==> config.mk <==
export PLATFORM = sky130hd
export DESIGN_NAME = four_bit_odd_parity_generator_flat
export DESIGN_NICKNAME = d
export VERILOG_FILES = /design/src/rtl/four_bit_odd_parity_generator_if.sv /design/src/rtl/four_bit_odd_parity_generator.sv /design/src/flat_wrapper.sv
export SDC_FILE = /design/constraint.sdc
export NUM_CORES = 1
export LEC_CHECK = 0
export CAP_MARGIN = 0
export CORE_MARGIN = 5
export CORE_UTILIZATION = 45
export CTS_CLUSTER_SIZE = 16
export DETAILED_ROUTE_END_ITERATION = 8
export GPL_TIMING_DRIVEN = 0
export HOLD_SLACK_MARGIN = 0.12
export PLACE_DENSITY = 0.83
export SLEW_MARGIN = 40
export SYNTH_ARGS = -nofsm -noshare
export SYNTH_HDL_FRONTEND = slang
export SYNTH_SLANG_ARGS = --single-unit
export TNS_END_PERCENT = 100
==> constraint.sdc <==
create_clock -name clk -period 4.2 [get_ports clk]
set_clock_uncertainty 0.2 [all_clocks]
set_input_delay 0.63 -clock clk [delete_from_list [all_inputs] [get_ports clk]]
set_output_delay 0.63 -clock clk [all_outputs]
set_load 0.1 [all_outputs]
==> src/rtl/four_bit_odd_parity_generator_if.sv <==
// four_bit_odd_parity_generator_if: generate/check bus between link logic and the parity block
interface four_bit_odd_parity_generator_if #(
    parameter int N         = 4,
    parameter int ERR_CNT_W = 8
);
    logic                 in_valid;
    logic [N-1:0]         data;
    logic                 parity;
    logic [N:0]           parity_data;
    logic                 out_valid;
    logic                 chk_valid;
    logic [N:0]           chk_data;
    logic                 parity_err;
    logic [ERR_CNT_W-1:0] err_count;
    logic                 err_clr;

    modport master (
        output in_valid, data, chk_valid, chk_data, err_clr,
        input  parity, parity_data, out_valid, parity_err, err_count
    );

    modport slave (
        input  in_valid, data, chk_valid, chk_data, err_clr,
        output parity, parity_data, out_valid, parity_err, err_count
    );
endinterface

==> src/rtl/four_bit_odd_parity_generator.sv <==
// four_bit_odd_parity_generator: registered odd-parity encoder plus codeword checker with saturating error count
module four_bit_odd_parity_generator #(
    parameter int N         = 4,
    parameter int ERR_CNT_W = 8
) (
    input logic                             clk,
    input logic                             rst,
    four_bit_odd_parity_generator_if.slave  bus
);
    logic                 r_parity;
    logic [N-1:0]         r_data;
    logic                 r_out_valid;
    logic                 r_parity_err;
    logic [ERR_CNT_W-1:0] r_err_count;
    logic                 w_err;

    assign w_err = bus.chk_valid & ~^bus.chk_data;

    // Reset leaves the codeword at the valid odd encoding of zero
    always_ff @(posedge clk) begin
        if (rst) begin
            r_parity     <= 1'b1;
            r_data       <= '0;
            r_out_valid  <= 1'b0;
            r_parity_err <= 1'b0;
            r_err_count  <= '0;
        end else begin
            r_out_valid  <= bus.in_valid;
            r_parity_err <= w_err;
            if (bus.in_valid) begin
                r_parity <= ~^bus.data;
                r_data   <= bus.data;
            end
            if (bus.err_clr)
                r_err_count <= '0;
            else if (w_err && r_err_count != '1)
                r_err_count <= r_err_count + 1'b1;
        end
    end

    assign bus.parity      = r_parity;
    assign bus.parity_data = {r_parity, r_data};
    assign bus.out_valid   = r_out_valid;
    assign bus.parity_err  = r_parity_err;
    assign bus.err_count   = r_err_count;
endmodule

==> src/flat_wrapper.sv <==
// flat-port wrapper written by rule: the top's interface ports become plain ports
module four_bit_odd_parity_generator_flat 
#(
    parameter int N         = 4,
    parameter int ERR_CNT_W = 8
)
  (clk, rst, bus_in_valid, bus_data, bus_chk_valid, bus_chk_data, bus_err_clr, bus_parity, bus_parity_data, bus_out_valid, bus_parity_err, bus_err_count);
  four_bit_odd_parity_generator_if #(.N(N), .ERR_CNT_W(ERR_CNT_W)) bus_i ();
  input logic clk;
  input logic rst;
  input wire logic [$bits(bus_i.in_valid)-1:0] bus_in_valid;
  input wire logic [$bits(bus_i.data)-1:0] bus_data;
  input wire logic [$bits(bus_i.chk_valid)-1:0] bus_chk_valid;
  input wire logic [$bits(bus_i.chk_data)-1:0] bus_chk_data;
  input wire logic [$bits(bus_i.err_clr)-1:0] bus_err_clr;
  output wire logic [$bits(bus_i.parity)-1:0] bus_parity;
  output wire logic [$bits(bus_i.parity_data)-1:0] bus_parity_data;
  output wire logic [$bits(bus_i.out_valid)-1:0] bus_out_valid;
  output wire logic [$bits(bus_i.parity_err)-1:0] bus_parity_err;
  output wire logic [$bits(bus_i.err_count)-1:0] bus_err_count;
  assign bus_i.in_valid = bus_in_valid;
  assign bus_i.data = bus_data;
  assign bus_i.chk_valid = bus_chk_valid;
  assign bus_i.chk_data = bus_chk_data;
  assign bus_i.err_clr = bus_err_clr;
  assign bus_parity = bus_i.parity;
  assign bus_parity_data = bus_i.parity_data;
  assign bus_out_valid = bus_i.out_valid;
  assign bus_parity_err = bus_i.parity_err;
  assign bus_err_count = bus_i.err_count;
  four_bit_odd_parity_generator #(.N(N), .ERR_CNT_W(ERR_CNT_W)) u_core (.clk(clk), .rst(rst), .bus(bus_i));
endmodule
==> flow_summary_export.csv <==
group,metric,value,unit
logic_synthesis,syn_nets,95,
timing,setup_viol,0,
logic_synthesis,synth-seq-cells,15,
critical_path,slowest_delay,0.46,ns
critical_path,crit_path_start_kind,"input port",
die,start_util,0.489,
cells_and_area,final_core_util,0.649,
logic_synthesis,yosysUniqueCellTypes,29,
logic_synthesis,ys_seq_area_frac,0.398,
die,core-area,0.00154,mm2
logic_synthesis,synth_common_cells,"dfxtp_1 (15), mux2i_1 (8), nor2_1 (7)",
cells_and_area,drive_gt1_frac,0.205,
clocking,cts-root-buf,"clkbuf_4",
grt,antenna_found_initial,0,
placement,dp_hpwl,1.38,mm
placement,port_buffers,28,
clocking,clk_path_buf_depth,2,
timing,worst_slew_pin_slew,0.494,ns
logic_synthesis,yosysWarnings,0,
placement,gp_congestion,0.800,
timing,final_hold_viol_count,0,
clocking,cts_hold_buf,0,
power_and_ir_drop,p_total,0.000340,W
logic_synthesis,synth_adder_area_share,0.0166,
critical_path,r2r_slack,2.37,ns
grt,grt_usage,0.149,
grt,grt_max_degree,11,
logic_synthesis,synth_xor_area_frac,0.111,
logic_synthesis,synth.most_common_cell,"dfxtp_1",
power_and_ir_drop,p_per_area,340,mW/mm2
grt,grt_pass1_vias,641,
logic_synthesis,synth-compound-area-share,0.0813,
power_and_ir_drop,p_leak,0.409,nW
logic_synthesis,netlist_top_cells_area,"dfxtp_1 (40%), mux2i_1 (11%), xnor2_1 (5.8%)",
critical_path,critPathKind,"input port to register",
clocking,cts_htree_levels,1,
critical_path,reg2regPathDepth,5,
die,die_area,0.00260,mm2
die,placementRows,14,
routing,wl,1.76,mm
logic_synthesis,synth_top_family_by_area,"simple AND/OR/NAND/NOR gates",
logic_synthesis,synthCells,80,
cells_and_area,final_cells,128,
run_status,status,"finished clean",
logic_synthesis,synth_edf_count,0,
cells_and_area,design_area,0.00100,mm2
placement,dp_cells,124,
routing,drt_iter0_markers,12,
run,max_cap_violations,0,
clocking,cts_tree,"done",
timing,slew_headroom,0.670,
logic_synthesis,postSynthAreaPerCell,9.43,um2
clocking,cts_made_buffers,3,
critical_path,crit_end,"u_core.bus.err_count[2]",
timing,fin_crit,2.32,ns
critical_path,crit_path_end_kind,"register",
logic_synthesis,synth_ff_type,"dfxtp_1",
placement,dpl_cell_area,975,um2
grt,grt_pass1_wl,2.96,mm
clocking,path_clk_slew,0.09,ns
timing,fin_crit_sh,0.553,
clocking,clock_latency,0.29,ns
timing,grt_setup_unrepaired,"false",
logic_synthesis,synth.top_cell.area_share,0.398,
power_and_ir_drop,ir_worst_vdd,0.191,mV
die,die_height,50.9,um
hold_path,worstHoldStart,"u_core.r_data[2]",
clocking,cts.sink_count,15,
die,die_x,50.9,um
logic_synthesis,synthMuxAreaShare,0.106,
critical_path,critPathMaxFanout,9,
cells_and_area,synthToLayoutAreaGrowth,32.7,%
cells_and_area,antennaDiodeCount,0,
grt,grt_remaining_overflow,0,
timing,drv_slew,0,
critical_path,r2r_start,"u_core.bus.err_count[1]",
critical_path,rr_endpoint,"u_core.bus.err_count[2]",
timing,fmax,431,MHz
routing,vias,707,
hold_path,hold_class,"register to register",
die,io_pins,30,
routing,ant_nets,0,
logic_synthesis,syn_area,754,um2
critical_path,slowest_stage,"clkdlybuf4s50_1",
cells_and_area,fin_nets,128,
routing,drc,0,
critical_path,cp.required,4.21,ns
logic_synthesis,synth_top_cell_by_area,"dfxtp_1",
timing,tns,0,ns
clocking,cts_resized,0,
routing,first_pass_iters,4,
clocking,post-cts-setup-buffers,0,
routing,via_per_inst,5.52,
critical_path,critPathArrivalTime,2.33,ns
critical_path,critPathLaunch,"bus_chk_data[1]",
logic_synthesis,synth-simple-area-share,0.257,
critical_path,worstPathCellList,"clkdlybuf4s50_1 -> xnor3_2 -> xor2_2 -> nor4_1 -> mux2i_1",
routing,wire_per_inst,13.7,um
logic_synthesis,async_reset_ff_frac,0,
## where the power goes
part | internal [W] | switching, W | leakage (nW)
sequential | 0.000148 | 0.00000291 | 0.122
combinational | 0.0000310 | 0.0000733 | 0.272
clock | 0.0000369 | 0.0000487 | 0.0150
## per-stage QoR
stage / hold WS [ns] / setup WS, ns
global route: 0.338 / 1.79
global placement: 0.280 / 1.60
detailed placement: 0.279 / 1.60
floorplan: 0.577 / 1.87
CTS: 0.300 / 1.89
finish: 0.300 / 1.88
## cell type report
cell class	count	area, um2
buffer	3	15.0
clock buffer	4	26.3
fill	144	541
inverter	2	7.51
multi-input combinational	60	432
sequential	15	300
tap	16	20.0
timing repair buffer	28	200
## critical path, delay by kind of cell
family	cells	cell delay, ns
AND/OR/NAND/NOR	1	0.35
buffers and inverters	1	0.46
multiplexers	1	0.23
XOR/XNOR	2	0.67
## per-layer routing
layer  vias to the layer above  track usage  routed length [um]
met5                         -            0                   0
met4                         0       0.0936                  38
met3                         4       0.0349                  97
met2                        18        0.223                 845
met1                       325        0.191                 773
li1                        360            -                   -
## cell families (layout without fill, tap and decap cells)
family / Yosys count / after routing
simple gates: 35 / 35
flops: 15 / 15
compound gates: 9 / 9
mux: 8 / 8
xor+xnor: 7 / 7
buf+inv: 5 / 37
fa+ha+maj: 1 / 1
## registers in the layout, indices dropped and copies added (netlist names)
signal                 flops
u_core.bus.out_valid       1
u_core.bus.parity          1
u_core.bus.parity_err      1
u_core.bus.err_count       8
u_core.r_data              4
## worst min-delay path by stage
| stage | to | slack (ns) | cells past startpoint |
|---|---|---|---|
| 2_1_floorplan | u_core.r_data[0] | 0.58 | 2 |
| 3_3_place_gp | u_core.r_data[3] | 0.28 | 2 |
| 3_5_place_dp | u_core.r_data[2] | 0.28 | 2 |
| 4_1_cts | u_core.r_data[2] | 0.30 | 2 |
| 5_1_grt | u_core.r_data[2] | 0.34 | 2 |
| 6_report | u_core.r_data[2] | 0.30 | 2 |
## layout by cell type (no fill, tap or decap), drive strengths merged, types with 4 or more instances in the layout
| master | n |
|---|---|
| buf | 17 |
| clkbuf | 6 |
| clkdlybuf4s50 | 12 |
| dfxtp | 15 |
| mux2i | 8 |
| nand2 | 4 |
| nand3 | 4 |
| nor2 | 7 |
| nor4 | 4 |
| or3 | 4 |
| xnor2 | 5 |
(Power assumes the default switching activity.)
